[src/rtl/core_pkg.sv]
// Shared constants for the main-memory subsystem: memory geometry and the
// fixed requester slot assignment used by the arbiter.
package core_pkg;

  localparam int unsigned ADDR_W    = 8;
  localparam int unsigned DATA_W    = 16;
  localparam int unsigned NUM_REQ   = 3;

  localparam int unsigned REQ_LSU   = 0;
  localparam int unsigned REQ_FETCH = 1;
  localparam int unsigned REQ_PANEL = 2;

endpackage

[src/rtl/mem_arbiter_if.sv]
// Requester-side and memory-side bus of the main-memory arbiter.
// slave is the arbiter's view; master is the view of whatever surrounds it.
interface mem_arbiter_if
  import core_pkg::*;
#(
  parameter int unsigned N_REQ = NUM_REQ,
  parameter int unsigned AW    = ADDR_W,
  parameter int unsigned DW    = DATA_W
);

  logic [N_REQ-1:0]    req_val_i;
  logic [N_REQ-1:0]    req_wen_i;
  logic [N_REQ-1:0]    req_lock_i;
  logic [N_REQ*AW-1:0] req_addr_i;
  logic [N_REQ*DW-1:0] req_wdata_i;
  logic [N_REQ-1:0]    req_rdy_o;
  logic [N_REQ-1:0]    resp_val_o;
  logic [DW-1:0]       resp_data_o;
  logic                mem_val_o;
  logic                mem_wen_o;
  logic [AW-1:0]       mem_addr_o;
  logic [DW-1:0]       mem_wdata_o;
  logic [DW-1:0]       mem_rdata_i;

  modport slave (
    input  req_val_i, req_wen_i, req_lock_i, req_addr_i, req_wdata_i, mem_rdata_i,
    output req_rdy_o, resp_val_o, resp_data_o,
           mem_val_o, mem_wen_o, mem_addr_o, mem_wdata_o
  );

  modport master (
    output req_val_i, req_wen_i, req_lock_i, req_addr_i, req_wdata_i, mem_rdata_i,
    input  req_rdy_o, resp_val_o, resp_data_o,
           mem_val_o, mem_wen_o, mem_addr_o, mem_wdata_o
  );

endinterface

[src/rtl/mem_arbiter_rr_pick.sv]
// Combinational round-robin picker: first requester after last_i, wrapping.
module rr_pick
  import core_pkg::*;
#(
  parameter int unsigned N  = NUM_REQ,
  parameter int unsigned IW = (N > 1) ? $clog2(N) : 1
) (
  input  logic [N-1:0]  req_i,
  input  logic [IW-1:0] last_i,
  output logic [N-1:0]  gnt_oh_o,
  output logic [IW-1:0] gnt_idx_o,
  output logic          any_o
);

  logic [IW-1:0] idx;

  always_comb begin
    gnt_oh_o  = '0;
    gnt_idx_o = '0;
    any_o     = 1'b0;
    idx       = '0;
    for (int unsigned i = 1; i <= N; i++) begin
      idx = IW'((32'(last_i) + i) % N);
      if (!any_o && req_i[idx]) begin
        any_o     = 1'b1;
        gnt_idx_o = idx;
      end
    end
    if (any_o) gnt_oh_o[gnt_idx_o] = 1'b1;
  end

endmodule

[src/rtl/mem_arbiter.sv]
// Main-memory port arbiter: round-robin among requesters with a hold-grant
// lock, and a one-deep pipeline that steers read data back to its issuer.
module mem_arbiter
  import core_pkg::*;
#(
  parameter int unsigned N_REQ = NUM_REQ,
  parameter int unsigned AW    = ADDR_W,
  parameter int unsigned DW    = DATA_W
) (
  input  logic              clk_i,
  input  logic              rst_ni,
  mem_arbiter_if.slave      bus
);

  localparam int unsigned IW = (N_REQ > 1) ? $clog2(N_REQ) : 1;

  logic [IW-1:0]    last_grant_q, last_grant_d;
  logic             lock_valid_q, lock_valid_d;
  logic [IW-1:0]    lock_owner_q, lock_owner_d;
  logic             resp_pending_q, resp_pending_d;
  logic [IW-1:0]    resp_id_q, resp_id_d;

  logic [N_REQ-1:0] rr_oh;
  logic [IW-1:0]    rr_idx;
  logic             rr_any;
  logic             lock_hit;
  logic             gnt_any;
  logic [IW-1:0]    gnt_idx;

  rr_pick #(.N(N_REQ), .IW(IW)) u_rr_pick (
    .req_i     (bus.req_val_i),
    .last_i    (last_grant_q),
    .gnt_oh_o  (rr_oh),
    .gnt_idx_o (rr_idx),
    .any_o     (rr_any)
  );

  always_comb begin
    lock_hit = lock_valid_q && bus.req_val_i[lock_owner_q];
    gnt_any  = rst_ni && (lock_hit || rr_any);
    gnt_idx  = lock_hit ? lock_owner_q : rr_idx;

    bus.req_rdy_o   = '0;
    bus.mem_val_o   = 1'b0;
    bus.mem_wen_o   = 1'b0;
    bus.mem_addr_o  = '0;
    bus.mem_wdata_o = '0;

    last_grant_d   = last_grant_q;
    lock_valid_d   = lock_valid_q;
    lock_owner_d   = lock_owner_q;
    resp_pending_d = 1'b0;
    resp_id_d      = resp_id_q;

    if (gnt_any) begin
      if (lock_hit) bus.req_rdy_o[lock_owner_q] = 1'b1;
      else          bus.req_rdy_o               = rr_oh;
      bus.mem_val_o  = 1'b1;
      bus.mem_wen_o  = bus.req_wen_i[gnt_idx];
      bus.mem_addr_o = bus.req_addr_i[gnt_idx*AW +: AW];
      if (bus.req_wen_i[gnt_idx]) bus.mem_wdata_o = bus.req_wdata_i[gnt_idx*DW +: DW];

      last_grant_d = gnt_idx;
      // A held lock survives grants to other requesters while its owner idles.
      if (!lock_valid_q || gnt_idx == lock_owner_q) begin
        lock_valid_d = bus.req_lock_i[gnt_idx];
        lock_owner_d = gnt_idx;
      end
      if (!bus.req_wen_i[gnt_idx]) begin
        resp_pending_d = 1'b1;
        resp_id_d      = gnt_idx;
      end
    end

    bus.resp_val_o  = '0;
    bus.resp_data_o = '0;
    if (resp_pending_q) begin
      bus.resp_val_o[resp_id_q] = 1'b1;
      bus.resp_data_o           = bus.mem_rdata_i;
    end
  end

  always_ff @(posedge clk_i or negedge rst_ni) begin
    if (!rst_ni) begin
      last_grant_q   <= IW'(N_REQ - 1);
      lock_valid_q   <= 1'b0;
      lock_owner_q   <= '0;
      resp_pending_q <= 1'b0;
      resp_id_q      <= '0;
    end else begin
      last_grant_q   <= last_grant_d;
      lock_valid_q   <= lock_valid_d;
      lock_owner_q   <= lock_owner_d;
      resp_pending_q <= resp_pending_d;
      resp_id_q      <= resp_id_d;
    end
  end

endmodule

[src/flat_wrapper.sv]
// flat-port wrapper written by rule: the top's interface ports become plain ports
module mem_arbiter_flat import core_pkg::*;
#(
  parameter int unsigned N_REQ = NUM_REQ,
  parameter int unsigned AW    = ADDR_W,
  parameter int unsigned DW    = DATA_W
)
  (clk_i, rst_ni, bus_req_val_i, bus_req_wen_i, bus_req_lock_i, bus_req_addr_i, bus_req_wdata_i, bus_mem_rdata_i, bus_req_rdy_o, bus_resp_val_o, bus_resp_data_o, bus_mem_val_o, bus_mem_wen_o, bus_mem_addr_o, bus_mem_wdata_o);
  mem_arbiter_if #(.N_REQ(N_REQ), .AW(AW), .DW(DW)) bus_i ();
  input  logic clk_i;
  input  logic rst_ni;
  input wire logic [$bits(bus_i.req_val_i)-1:0] bus_req_val_i;
  input wire logic [$bits(bus_i.req_wen_i)-1:0] bus_req_wen_i;
  input wire logic [$bits(bus_i.req_lock_i)-1:0] bus_req_lock_i;
  input wire logic [$bits(bus_i.req_addr_i)-1:0] bus_req_addr_i;
  input wire logic [$bits(bus_i.req_wdata_i)-1:0] bus_req_wdata_i;
  input wire logic [$bits(bus_i.mem_rdata_i)-1:0] bus_mem_rdata_i;
  output wire logic [$bits(bus_i.req_rdy_o)-1:0] bus_req_rdy_o;
  output wire logic [$bits(bus_i.resp_val_o)-1:0] bus_resp_val_o;
  output wire logic [$bits(bus_i.resp_data_o)-1:0] bus_resp_data_o;
  output wire logic [$bits(bus_i.mem_val_o)-1:0] bus_mem_val_o;
  output wire logic [$bits(bus_i.mem_wen_o)-1:0] bus_mem_wen_o;
  output wire logic [$bits(bus_i.mem_addr_o)-1:0] bus_mem_addr_o;
  output wire logic [$bits(bus_i.mem_wdata_o)-1:0] bus_mem_wdata_o;
  assign bus_i.req_val_i = bus_req_val_i;
  assign bus_i.req_wen_i = bus_req_wen_i;
  assign bus_i.req_lock_i = bus_req_lock_i;
  assign bus_i.req_addr_i = bus_req_addr_i;
  assign bus_i.req_wdata_i = bus_req_wdata_i;
  assign bus_i.mem_rdata_i = bus_mem_rdata_i;
  assign bus_req_rdy_o = bus_i.req_rdy_o;
  assign bus_resp_val_o = bus_i.resp_val_o;
  assign bus_resp_data_o = bus_i.resp_data_o;
  assign bus_mem_val_o = bus_i.mem_val_o;
  assign bus_mem_wen_o = bus_i.mem_wen_o;
  assign bus_mem_addr_o = bus_i.mem_addr_o;
  assign bus_mem_wdata_o = bus_i.mem_wdata_o;
  mem_arbiter #(.N_REQ(N_REQ), .AW(AW), .DW(DW)) u_core (.clk_i(clk_i), .rst_ni(rst_ni), .bus(bus_i));
endmodule
[config.mk]
export PLATFORM = sky130hd
export DESIGN_NAME = mem_arbiter_flat
export DESIGN_NICKNAME = d
export VERILOG_FILES = /design/src/rtl/core_pkg.sv /design/src/rtl/mem_arbiter_if.sv /design/src/rtl/mem_arbiter_rr_pick.sv /design/src/rtl/mem_arbiter.sv /design/src/flat_wrapper.sv
export SDC_FILE = /design/constraint.sdc
export NUM_CORES = 1
export LEC_CHECK = 0
export ABC_AREA = 1
export ABC_CLOCK_PERIOD_IN_PS = 4400
export BUFFER_PORTS_ARGS = -buffer_cell sky130_fd_sc_hd__buf_2
export CAP_MARGIN = 10
export CORE_MARGIN = 2
export CORE_UTILIZATION = 43
export DETAILED_ROUTE_END_ITERATION = 10
export PLACE_DENSITY = 0.88
export SKIP_LAST_GASP = 1
export SLEW_MARGIN = 40
export SYNTH_ARGS = -nofsm -noshare
export SYNTH_HDL_FRONTEND = slang
export SYNTH_SLANG_ARGS = --single-unit
[constraint.sdc]
create_clock -name clk_i -period 4.4 [get_ports clk_i]
set_clock_uncertainty 0.05 [all_clocks]
set_input_delay 0.44 -clock clk_i [delete_from_list [all_inputs] [get_ports clk_i]]
set_output_delay 0.44 -clock clk_i [all_outputs]
set_load 0.02 [all_outputs]
Word-level counts from Yosys, hierarchy flattened

Index checks and enable logic that the tools add are counted.

Bits of input ports: 99
Register bits: 8

Reduce and logical (&&, ||, !) cells: 14
Shift operators: 2
Order comparisons: 10
Div/mod/pow operators: 3
Add/sub/neg operators: 3
Equality and inequality tests: 1
Bitwise operators: 1
Multiplexer cells: 37

Operators by type and width:

| cell                                                               | count |
|---|---|
| modulo 32 x 2 -> 32 bit (second input constant)                    | 3 |
| 2-to-1 mux 16 bit                                                  | 3 |
| variable part select 48 x 7 -> 16 bit                              | 1 |
| variable part select 24 x 6 -> 8 bit                               | 1 |
| less-than comparator 2 x 3 -> 1 bit (second input constant)        | 7 |
| 2-to-1 mux 1 bit                                                   | 16 |
| binary-select mux 1 bit (select 2 bit)                             | 6 |
| 2-to-1 mux 3 bit                                                   | 4 |
| 2-to-1 mux 2 bit                                                   | 4 |
| 2-to-1 mux 8 bit                                                   | 1 |
| logical AND 1 bit                                                  | 7 |
| adder 2 x 2 -> 3 bit (second input constant)                       | 2 |
| demux 1 bit (select 2 bit)                                         | 3 |
| greater-or-equal comparator 2 x 1 -> 1 bit (second input constant) | 3 |
| AND reduction 2 bit                                                | 2 |
| adder 2 x 1 -> 3 bit (second input constant)                       | 1 |
| zero test 1 bit                                                    | 3 |
| == test 2 bit                                                      | 1 |
| logical OR 1 bit                                                   | 2 |
| inverter 1 bit                                                     | 1 |

Depth between registers and ports, before layout

Gate-level depths: netlist of the first run.

Word-level depth: 18
Mapped depth: 19
Gate-level depth less buffers: 17

Cells and area by module

A second synthesis of the first run with hierarchy kept.

Cell total of the unflattened synthesis: 361
Area, all modules: 1746.7 sq um

Modules (own cells, without submodules):

| module      | cells an instance | instances | sequential area each (sq um) | area each (sq um) |
|---|---|---|---|---|
| mem_arbiter | 311               | 1         | 201.4                        | 1506.4 |
| rr_pick     | 50                | 1         | 0.0                          | 240.2 |

Least setup slack after synthesis of the first run

No wires, ideal clock.

Path type: register to output
Start: register u_core.last_grant_q[1]
End: output port bus_mem_addr_o[6]
Stages on the path, launching flop included: 14
Arrival: 2379 ps
Path slack: 1531 ps
Data required time: 3910 ps
Cells stage by stage: dfstp_2 > ha_1 > inv_2 > nand2_2 > nand3_2 > nand2_2 > a31oi_1 > nand2_1 > nand2_1 > nand2_2 > buf_4 > nor2_2 > inv_1 > o21ai_0

Word-level cells in the longest chain between the ends: 14

RTL lines:

| item                                                                      | RTL line                             | text |
|---|---|---|
| start, declared                                                           | mem_arbiter.sv:17                    | `logic [IW-1:0] last_grant_q, last_grant_d;` |
| start signal, assigned                                                    | mem_arbiter.sv:85                    | `last_grant_q <= IW'(N_REQ - 1);` |
| start signal, assigned                                                    | mem_arbiter.sv:91                    | `last_grant_q <= last_grant_d;` |
| adder 2 x 1 -> 3 bit                                                      | mem_arbiter_rr_pick.sv:23            | `idx = IW'((32'(last_i) + i) % N);` |
| modulo 32 x 2 -> 32 bit                                                   | mem_arbiter_rr_pick.sv:23            |  |
| binary-select mux 1 bit (select 2 bit)                                    | mem_arbiter_rr_pick.sv:24            | `if (!any_o && req_i[idx]) begin` |
| 2-to-1 mux 1 bit (implied by the code)                                    | mem_arbiter_rr_pick.sv:24            |  |
| 2-to-1 mux 1 bit                                                          | mem_arbiter_rr_pick.sv:24            |  |
| zero test 1 bit                                                           | mem_arbiter_rr_pick.sv:24            |  |
| logical AND 1 bit                                                         | mem_arbiter_rr_pick.sv:24            |  |
| 2-to-1 mux 1 bit                                                          | mem_arbiter_rr_pick.sv:24            |  |
| zero test 1 bit                                                           | mem_arbiter_rr_pick.sv:24            |  |
| logical AND 1 bit                                                         | mem_arbiter_rr_pick.sv:24            |  |
| 2-to-1 mux 2 bit or 2-to-1 mux 1 bit (tied branches)                      | mem_arbiter_rr_pick.sv:24            |  |
| 2-to-1 mux 2 bit or logical OR 1 bit (tied branches)                      | mem_arbiter.sv:41, mem_arbiter.sv:40 |  |
| variable part select 24 x 6 -> 8 bit or logical AND 1 bit (tied branches) | mem_arbiter.sv:60, mem_arbiter.sv:40 |  |
| 2-to-1 mux 8 bit (*)                                                      | mem_arbiter.sv:55                    | `if (gnt_any) begin` |
| end, declared                                                             | flat_wrapper.sv:23                   | `output wire logic [$bits(bus_i.mem_addr_o)-1:0] bus_mem_addr_o;` |

Mark *: on every way between the ends. The rest lies on a longest branch, timed or not. The select of a mux whose other input is x is not followed.

Final worst setup path of the first run

Start: register u_core.last_grant_q[0]
End: output port bus_mem_wdata_o[0]

Word-level cells in the longest chain between the ends: 16

RTL lines:

| item                                                                             | RTL line           | text |
|---|---|---|
| parallel branches: the longest is 15 deep, another holds modulo 32 x 2 -> 32 bit | -                  |  |
| 2-to-1 mux 16 bit (*)                                                            | mem_arbiter.sv:55  |  |
| end, declared                                                                    | flat_wrapper.sv:24 | `output wire logic [$bits(bus_i.mem_wdata_o)-1:0] bus_mem_wdata_o;` |

Every way passes the cells marked *. The select of a mux whose other input is x is not followed.

==> summary.md, run 1 <==
| Metric | Value |
|---|---|
| Gpl congestion | 0.899 |
| Filler cells | 397 |
| Max_cap viols | 0 |
| DR vias | 2468 |
| Critical Path AT | 3200 ps |
| Fmax | 0.271 GHz |
| Internal power | 0.858 mW |
| Wire length per cell | 10.0 um |
| Core ar. | 4000 um^2 |
| Num ports | 147 |
| Clock Pin Slew Worst Setup and Hold Paths | 50 ps |
| Layout Nets | 585 |
| Hold_buf cts | 0 |
| Post-Route WL | 5320 um |
| Power consumption | 2.44 mW |
| Clk network pwr share | 0.040 |
| Post-Syn Area per Cell | 5.18 um^2 |
| Setup_tns | 0 ps |
| Worst Setup Start Kind | register |
| Initial Util | 0.444 |
| # diodes | 0 |
| Die X-Extent | 68.3 um |
| DR vias/cell | 4.65 |
| TritonRoute pass-1 iters | 4 |
| Worst path required time | 3910 ps |
| First-pass GRT wire length | 7970 um |
| ANT nets after route | 0 |
| Synth warn | 0 |
| Worst R2R End | u_core.resp_id_q[0] |
| Setup CP Type | reg2out |
| Die area | 4660 um^2 |
| Crit end category | output pin |
| Syn Nets | 446 |
| Flop pwr share | 0.063 |
| Max Transition Viols Final | 0 |
| Die Ht | 68.3 um |
| DRT iter0 DRCs | 66 |
| Post-CTS Setup Bufs | 0 |
| Dpl hpwl | 4350 um |
| Initial antenna violation count | 0 |
| Register area | 201 um^2 |
| IO buf count | 146 |
| Largest net degree at the start of global routing | 30 |
| Crit-path cells | inv_1, ha_1, inv_2, nand2_2, nand3_2, nand2_2, a31oi_1, nand2_1, nand2_1, nand2_2, inv_2, nand3_2, nand2_2, nand2_4, nor2_1, buf_2 |
| Critical Path Fanout Max | 22 |
| Hold/Removal Path Class | in2async |
| CP max-delay cell | ha_1 |
| H-tree lvl count | 1 |
| Post-CTS Resized | 0 |
| Worst-case reg-to-reg path depth | 17 |
| Clk buf depth | 2 |
| Tot GR Track Use | 0.219 |
| Post-synth cell types | 28 |
| Final min period | 3690 ps |
| Reg-to-reg startpoint | u_core.last_grant_q[0] |
| Drc violations | 0 |
| Switching pwr | 1.58 mW |
| Layout area overhead | 43.2% |
| Cell Count Post-Placement | 527 |
| GR Overflow Total | 0 |
| Worst slew margin | 0.706 |
| Status | finished, final reports clean |
| Cell count after synthesis | 343 |
| Row count | 23 |
| Largest stage delay, worst path | 380 ps |
| Leakage | 1.78 nW |
| Later-pin clock latency in the skew report | 230 ps |
| Pre-CTS WS | 957 ps |
| Critical path's most frequent cell | nand2_2 |
| Layout cell share with drive strength beyond 1 | 0.378 |
| RSZ-0062 raised after global routing | no |
| Clock root buffer | clkbuf_8 |
| # clock sinks | 8 |
| Multi-input gate area | 1210 um^2 |
| R2R setup slack | 1570 ps |
| Period utilization | 0.839 |
| Worst slew pin tran | 439 ps |
| Fin. Hold Viols | 0 |
| Synth Register Bits | 8 |
| TritonCTS buffer count | 3 |
| Finished Layout Cells | 531 |
| Min Hold Slack | 8.20 ps |
| Mapped cell area | 1780 um^2 |
| Part of the power in combinational logic | 0.897 |
| Final Worst Setup Slack | 707 ps |
| Buffers plus inverters on the worst setup path | 4 |
| Switching share of power | 0.648 |
| CTS tree | built |
| Pwr per Cell Area | 958 nW/um^2 |
| CP top delay family | simple AND/OR/NAND/NOR gates |
| Sequential area share after synthesis | 0.113 |
| Final setup fails | 0 |
| Vias in the first global route | 1994 |
| Peak VDD IR | 0.000607 V |
[layout make-up]
type | count | share of cell area
multi-input cells | 245 | 0.476
clock buffers | 4 | 0.0177
flip-flops and latches | 8 | 0.0792
well taps | 50 | 0.0246
inverters | 78 | 0.115
repair buffers | 146 | 0.287
[worst max path at each step]
stage | slack [ps] | startpoint | end | cells after the start
after global placement | 1090 | u_core.last_grant_q[0] | bus_mem_wdata_o[13] | 16
final | 710 | u_core.last_grant_q[0] | bus_mem_wdata_o[0] | 16
after detailed placement | 960 | u_core.last_grant_q[0] | bus_mem_wdata_o[5] | 16
after floorplan | 1530 | u_core.last_grant_q[1] | bus_mem_addr_o[6] | 13
after CTS | 710 | u_core.last_grant_q[0] | bus_mem_wdata_o[5] | 16
after global routing | 350 | u_core.last_grant_q[0] | bus_mem_wdata_o[4] | 16
[cells by family (layout without fill, tap and decap cells)]
group | count (synthesis) | in the layout | synth area share
buf+inv | 90 | 228 | 0.205
fa+ha+maj | 4 | 4 | 0.0282
simple gates | 212 | 212 | 0.568
flops | 8 | 8 | 0.113
compound gates | 29 | 29 | 0.0859
[synthesized netlist by cell type (all sizes together)]
cell type	n	area share
nand2	120	0.28
inv	78	0.16
nand3	38	0.12
nor2	33	0.088
o21ai	24	0.070
nand3b	16	0.068
buf	7	0.030
dfrtp	7	0.099
clkbuf	5	0.011
ha	4	0.028
a21oi	3	0.0084
nand4	2	0.0070
nor3	2	0.0056
a31oi	1	0.0035
dfstp	1	0.015
o21bai	1	0.0042
or2	1	0.0035
[cells in the final DEF, fill, tap and decap left out, drive strengths merged]
cell and instances:
nand3b 16, a21oi 3, o21ai 24, nand2 120, or2 1, inv 78, nand3 38, a31oi 1
buf 146, nand4 2, ha 4, dfrtp 7, nor2 33, clkbuf 4, dfstp 1, nor3 2
o21bai 1
[registers in the layout, indices dropped and copies added, names as in the netlist]
register and cells:
u_core.last_grant_q 2, u_core.lock_owner_q 2, u_core.resp_id_q 2, u_core.lock_valid_q 1, u_core.resp_pending_q 1
[metal layers]
| metal | GRT usage | wire length [um] | vias to the layer above |
|---|---|---|---|
| met5 | 0 | 0 | - |
| met4 | 0.0300 | 18 | 0 |
| met3 | 0.0428 | 485 | 2 |
| met2 | 0.432 | 2690 | 106 |
| met1 | 0.243 | 2120 | 1041 |
| li1 | - | - | 1319 |
[power groups by stage]
| stage | clock network, mW | logic, mW | registers [mW] |
|---|---|---|---|
| 4_1_cts | 0.0979 | 2.20 | 0.153 |
| 3_3_place_gp | 0 | 2.15 | 0.152 |
| 2_1_floorplan | 0 | 1.78 | 0.133 |
| 3_5_place_dp | 0 | 2.19 | 0.154 |
| 5_1_grt | 0.102 | 2.49 | 0.161 |
| 6_report | 0.0968 | 2.19 | 0.154 |
[worst register-to-register path, cell delays in order (launching register included)]
cell and delay, ps:
dfrtp_1 370, inv_1 90, ha_1 390, inv_2 90, nand2_2 70, nand3_2 60
nand2_2 120, nand2_2 80, nor2_4 100, nand2_1 70, nand2_1 90, nand2_1 70
nand2_2 340, inv_2 260, nand3_2 170, nand3_1 120, nand2_1 100, nand2_1 50
[stage by stage]
| step | cell area (um^2) | util |
|---|---|---|
| 2_1_floorplan | 1780 | - |
| 3_3_place_gp | 2500 | 0.625 |
| 3_5_place_dp | 2500 | 0.625 |
| 4_1_cts | 2540 | 0.636 |
| 5_1_grt | 2540 | 0.636 |
| 6_report | 2540 | 0.636 |
(Power assumes the default switching activity.)
==> run 2: changes to the inputs <==
ABC_CLOCK_PERIOD_IN_PS = 3100   (was 4400)
CORE_UTILIZATION = 36   (was 43)
PLACE_DENSITY = 0.79   (was 0.88)
clock period = 3.1 ns   (was 4.4 ns; I/O delays follow)
==> run 2 against run 1 <==
  * Sequential cell count is the same
  * Worst hold slack improved by 380 ps
  * Count of clock-buffer cells in the layout did not move
  * Combinational power rose by 73%
  * Power grew 70%
  * Core utilization decreased by 4.3 points
  * Via count increased by 7.5%
  * Register-to-register slack lost 990 ps
  * Highest routed layer unchanged
  * Worst setup slack worse by 540 ps
  * Sequential share of layout area decreased by 0.77 points
  * Cell area is 11% higher
==> summary.md, run 2 (same netlist as run 1, synthesis figures left out) <==
| Metric | Value |
|---|---|
| Status | finished, final reports clean |
| Most common cell after layout, fill and taps aside | buf_2 |
| R2R setup slack | 580 ps (-990 ps) |
| Clock root buffer | clkbuf_8 |
| Largest net degree at the start of global routing | 22 (-27%) |
| First-pass GRT wire length | 9200 um (+15%) |
| Later-pin clock latency in the skew report | 230 ps (about the same) |
| IO buf count | 146 (unchanged) |
| Die area | 5510 um^2 (+18%) |
| TritonRoute pass-1 iters | 5 (+1) |
| Layout Nets | 600 (+2.6%) |
| Fmax | 0.342 GHz |
| Worst Setup Start Kind | register |
| Initial antenna violation count | 0 (unchanged) |
| DRT iter0 DRCs | 81 (+23%) |
| Max Transition Viols Final | 0 (unchanged) |
| Die Ht | 74.3 um (+8.7%) |
| Final Worst Setup Slack | 172 ps (-535 ps) |
| Crit. Startpoint | u_core.last_grant_q[1] |
| Critical Path AT | 2570 ps (-630 ps) |
| DR vias/cell | 4.71 (+1.3%) |
| Initial Util | 0.374 (-0.0705) |
| Design area | 2820 um^2 (+11%) |
| Pre-CTS WS | 183 ps (-774 ps) |
| Largest registers | u_core.last_grant_q: 2 flops, u_core.lock_owner_q: 2 flops, u_core.resp_id_q: 2 flops |
| Clk buf depth | 2 (unchanged) |
| Leakage | 1.86 nW (+4.6%) |
| Worst slew pin tran | 487 ps (+47.7 ps) |
| Pwr per Cell Area | 1470 nW/um^2 (+53%) |
| DR vias | 2652 (+7.5%) |
| TritonCTS buffer count | 3 (unchanged) |
| Worst hold start | bus_req_lock_i[2] |
| Num ports | 147 (unchanged) |
| Core Util, Final | 0.593 (-0.0433) |
| Max_cap viols | 0 (unchanged) |
| Setup CP Type | reg2out |
| Layout area overhead | 58.6% |
| Worst path required time | 2740 ps (-1170 ps) |
| Post-Route WL | 6410 um (+21%) |
| Row count | 25 (+8.7%) |
| Hold/Removal Path Class | in2reg |
| H-tree lvl count | 1 (unchanged) |
| Worst slew margin | 0.675 (-0.0308) |
| Min Hold Slack | 386 ps (+378 ps) |
| ANT nets after route | 0 (unchanged) |
| Core ar. | 4750 um^2 (+19%) |
| Vias in the first global route | 2267 (+14%) |
| Gpl congestion | 0.871 (-3.1%) |
| Crit end category | output pin |
| Critical Path Fanout Max | 9 (-59%) |
| Placed cell area | 2560 um^2 (+2.4%) |
| Finished Layout Cells | 563 (+6.0%) |
| GR Overflow Total | 0 (unchanged) |
| Final min period | 2930 ps |
| # diodes | 0 (unchanged) |
| Reg-to-reg startpoint | u_core.last_grant_q[1] |
| CTS tree | built |
| Final setup fails | 0 (unchanged) |
| Most frequent cells in the layout | 143 x buf_2, 110 x nand2_1, 67 x inv_1 |
| Period utilization | 0.945 |
| Die X-Extent | 74.3 um (+8.7%) |
| Fin. Hold Viols | 0 (unchanged) |
| Peak VDD IR | 0.000731 V (+20%) |
| Clock Pin Slew Worst Setup and Hold Paths | 40 ps (about the same) |
| RSZ-0062 raised after global routing | no |
| Cell Count Post-Placement | 549 (+4.2%) |
| # clock sinks | 8 (unchanged) |
| Layout cell share with drive strength beyond 1 | 0.419 (+0.0410) |
| Wire length per cell | 11.4 um (+14%) |
| Tot GR Track Use | 0.208 (-0.0109) |
| Setup_tns | 0 ps (unchanged) |
| Drc violations | 0 (unchanged) |
| Dpl hpwl | 4980 um (+15%) |
| Power consumption | 4.13 mW (+70%) |
==> run 2: cell types whose count changed in the layout (fill, tap and decap cells not counted), moves of 3 or more <==
cell / previous run / this run
inv_2: 6 / 9
buf_6: 0 / 3
inv_1: 72 / 67
nand2_8: 0 / 3
nand2_2: 7 / 4
buf_2: 146 / 143
buf_4: 0 / 11
==> run 2: repair_timing <==
item                       CTS  global route
hold buffers                 1             0
pin swaps                    0             3
setup buffers                2             5
setup endpoints to repair   17            27
hold endpoints to repair     7             0
resized for setup            3            28
gates cloned                 0             2
==> run 2: worst max-delay path: stages (launching register included) <==
cell,delay [ps]
dfstp_2,560
ha_4,230
inv_2,90
nand2_2,50
nand3_2,70
nand2_4,80
nand2_2,90
nor2_4,40
nand2_1,70
nand2_1,70
nand2_1,140
nand2_4,130
inv_4,100
nand3_2,120
nand2_4,150
nand2_8,100
nor2_1,90
buf_2,160
==> run 2: report_power, final <==
| part | internal (mW) | total [mW] | switching (mW) |
|---|---|---|---|
| Sequential | 0.156 | 0.226 | 0.0701 |
| Clock | 0.0891 | 0.130 | 0.0413 |
| Combinational | 1.36 | 3.78 | 2.42 |
| Total | 1.60 | 4.13 | 2.53 |
==> run 2: path summary, 6_finish.rpt <==
kind | depth (start not counted) | end
max in group asynchronous | 2 | u_core.last_grant_q[1]
max | 17 | bus_mem_wdata_o[1]
max reg2reg | 15 | u_core.lock_owner_q[1]
min reg2reg | 2 | u_core.resp_id_q[1]
min in group asynchronous | 2 | u_core.resp_pending_q
min | 5 | u_core.lock_valid_q
==> run 2: cell type report <==
| type | instances | area (um^2) |
|---|---|---|
| fill | 482 | 1940 |
| multi-input combinational | 247 | 1330 |
| timing repair buffer | 159 | 862 |
| inverter | 78 | 299 |
| sequential | 8 | 201 |
| tap | 67 | 83.8 |
| clock buffer | 4 | 45.0 |
==> run 2: per-layer routing <==
layer  global-route usage  wire [um]
met1                0.225       2420
met2                0.425       3330
met3               0.0190        564
met4               0.0536        103
met5                    0          0
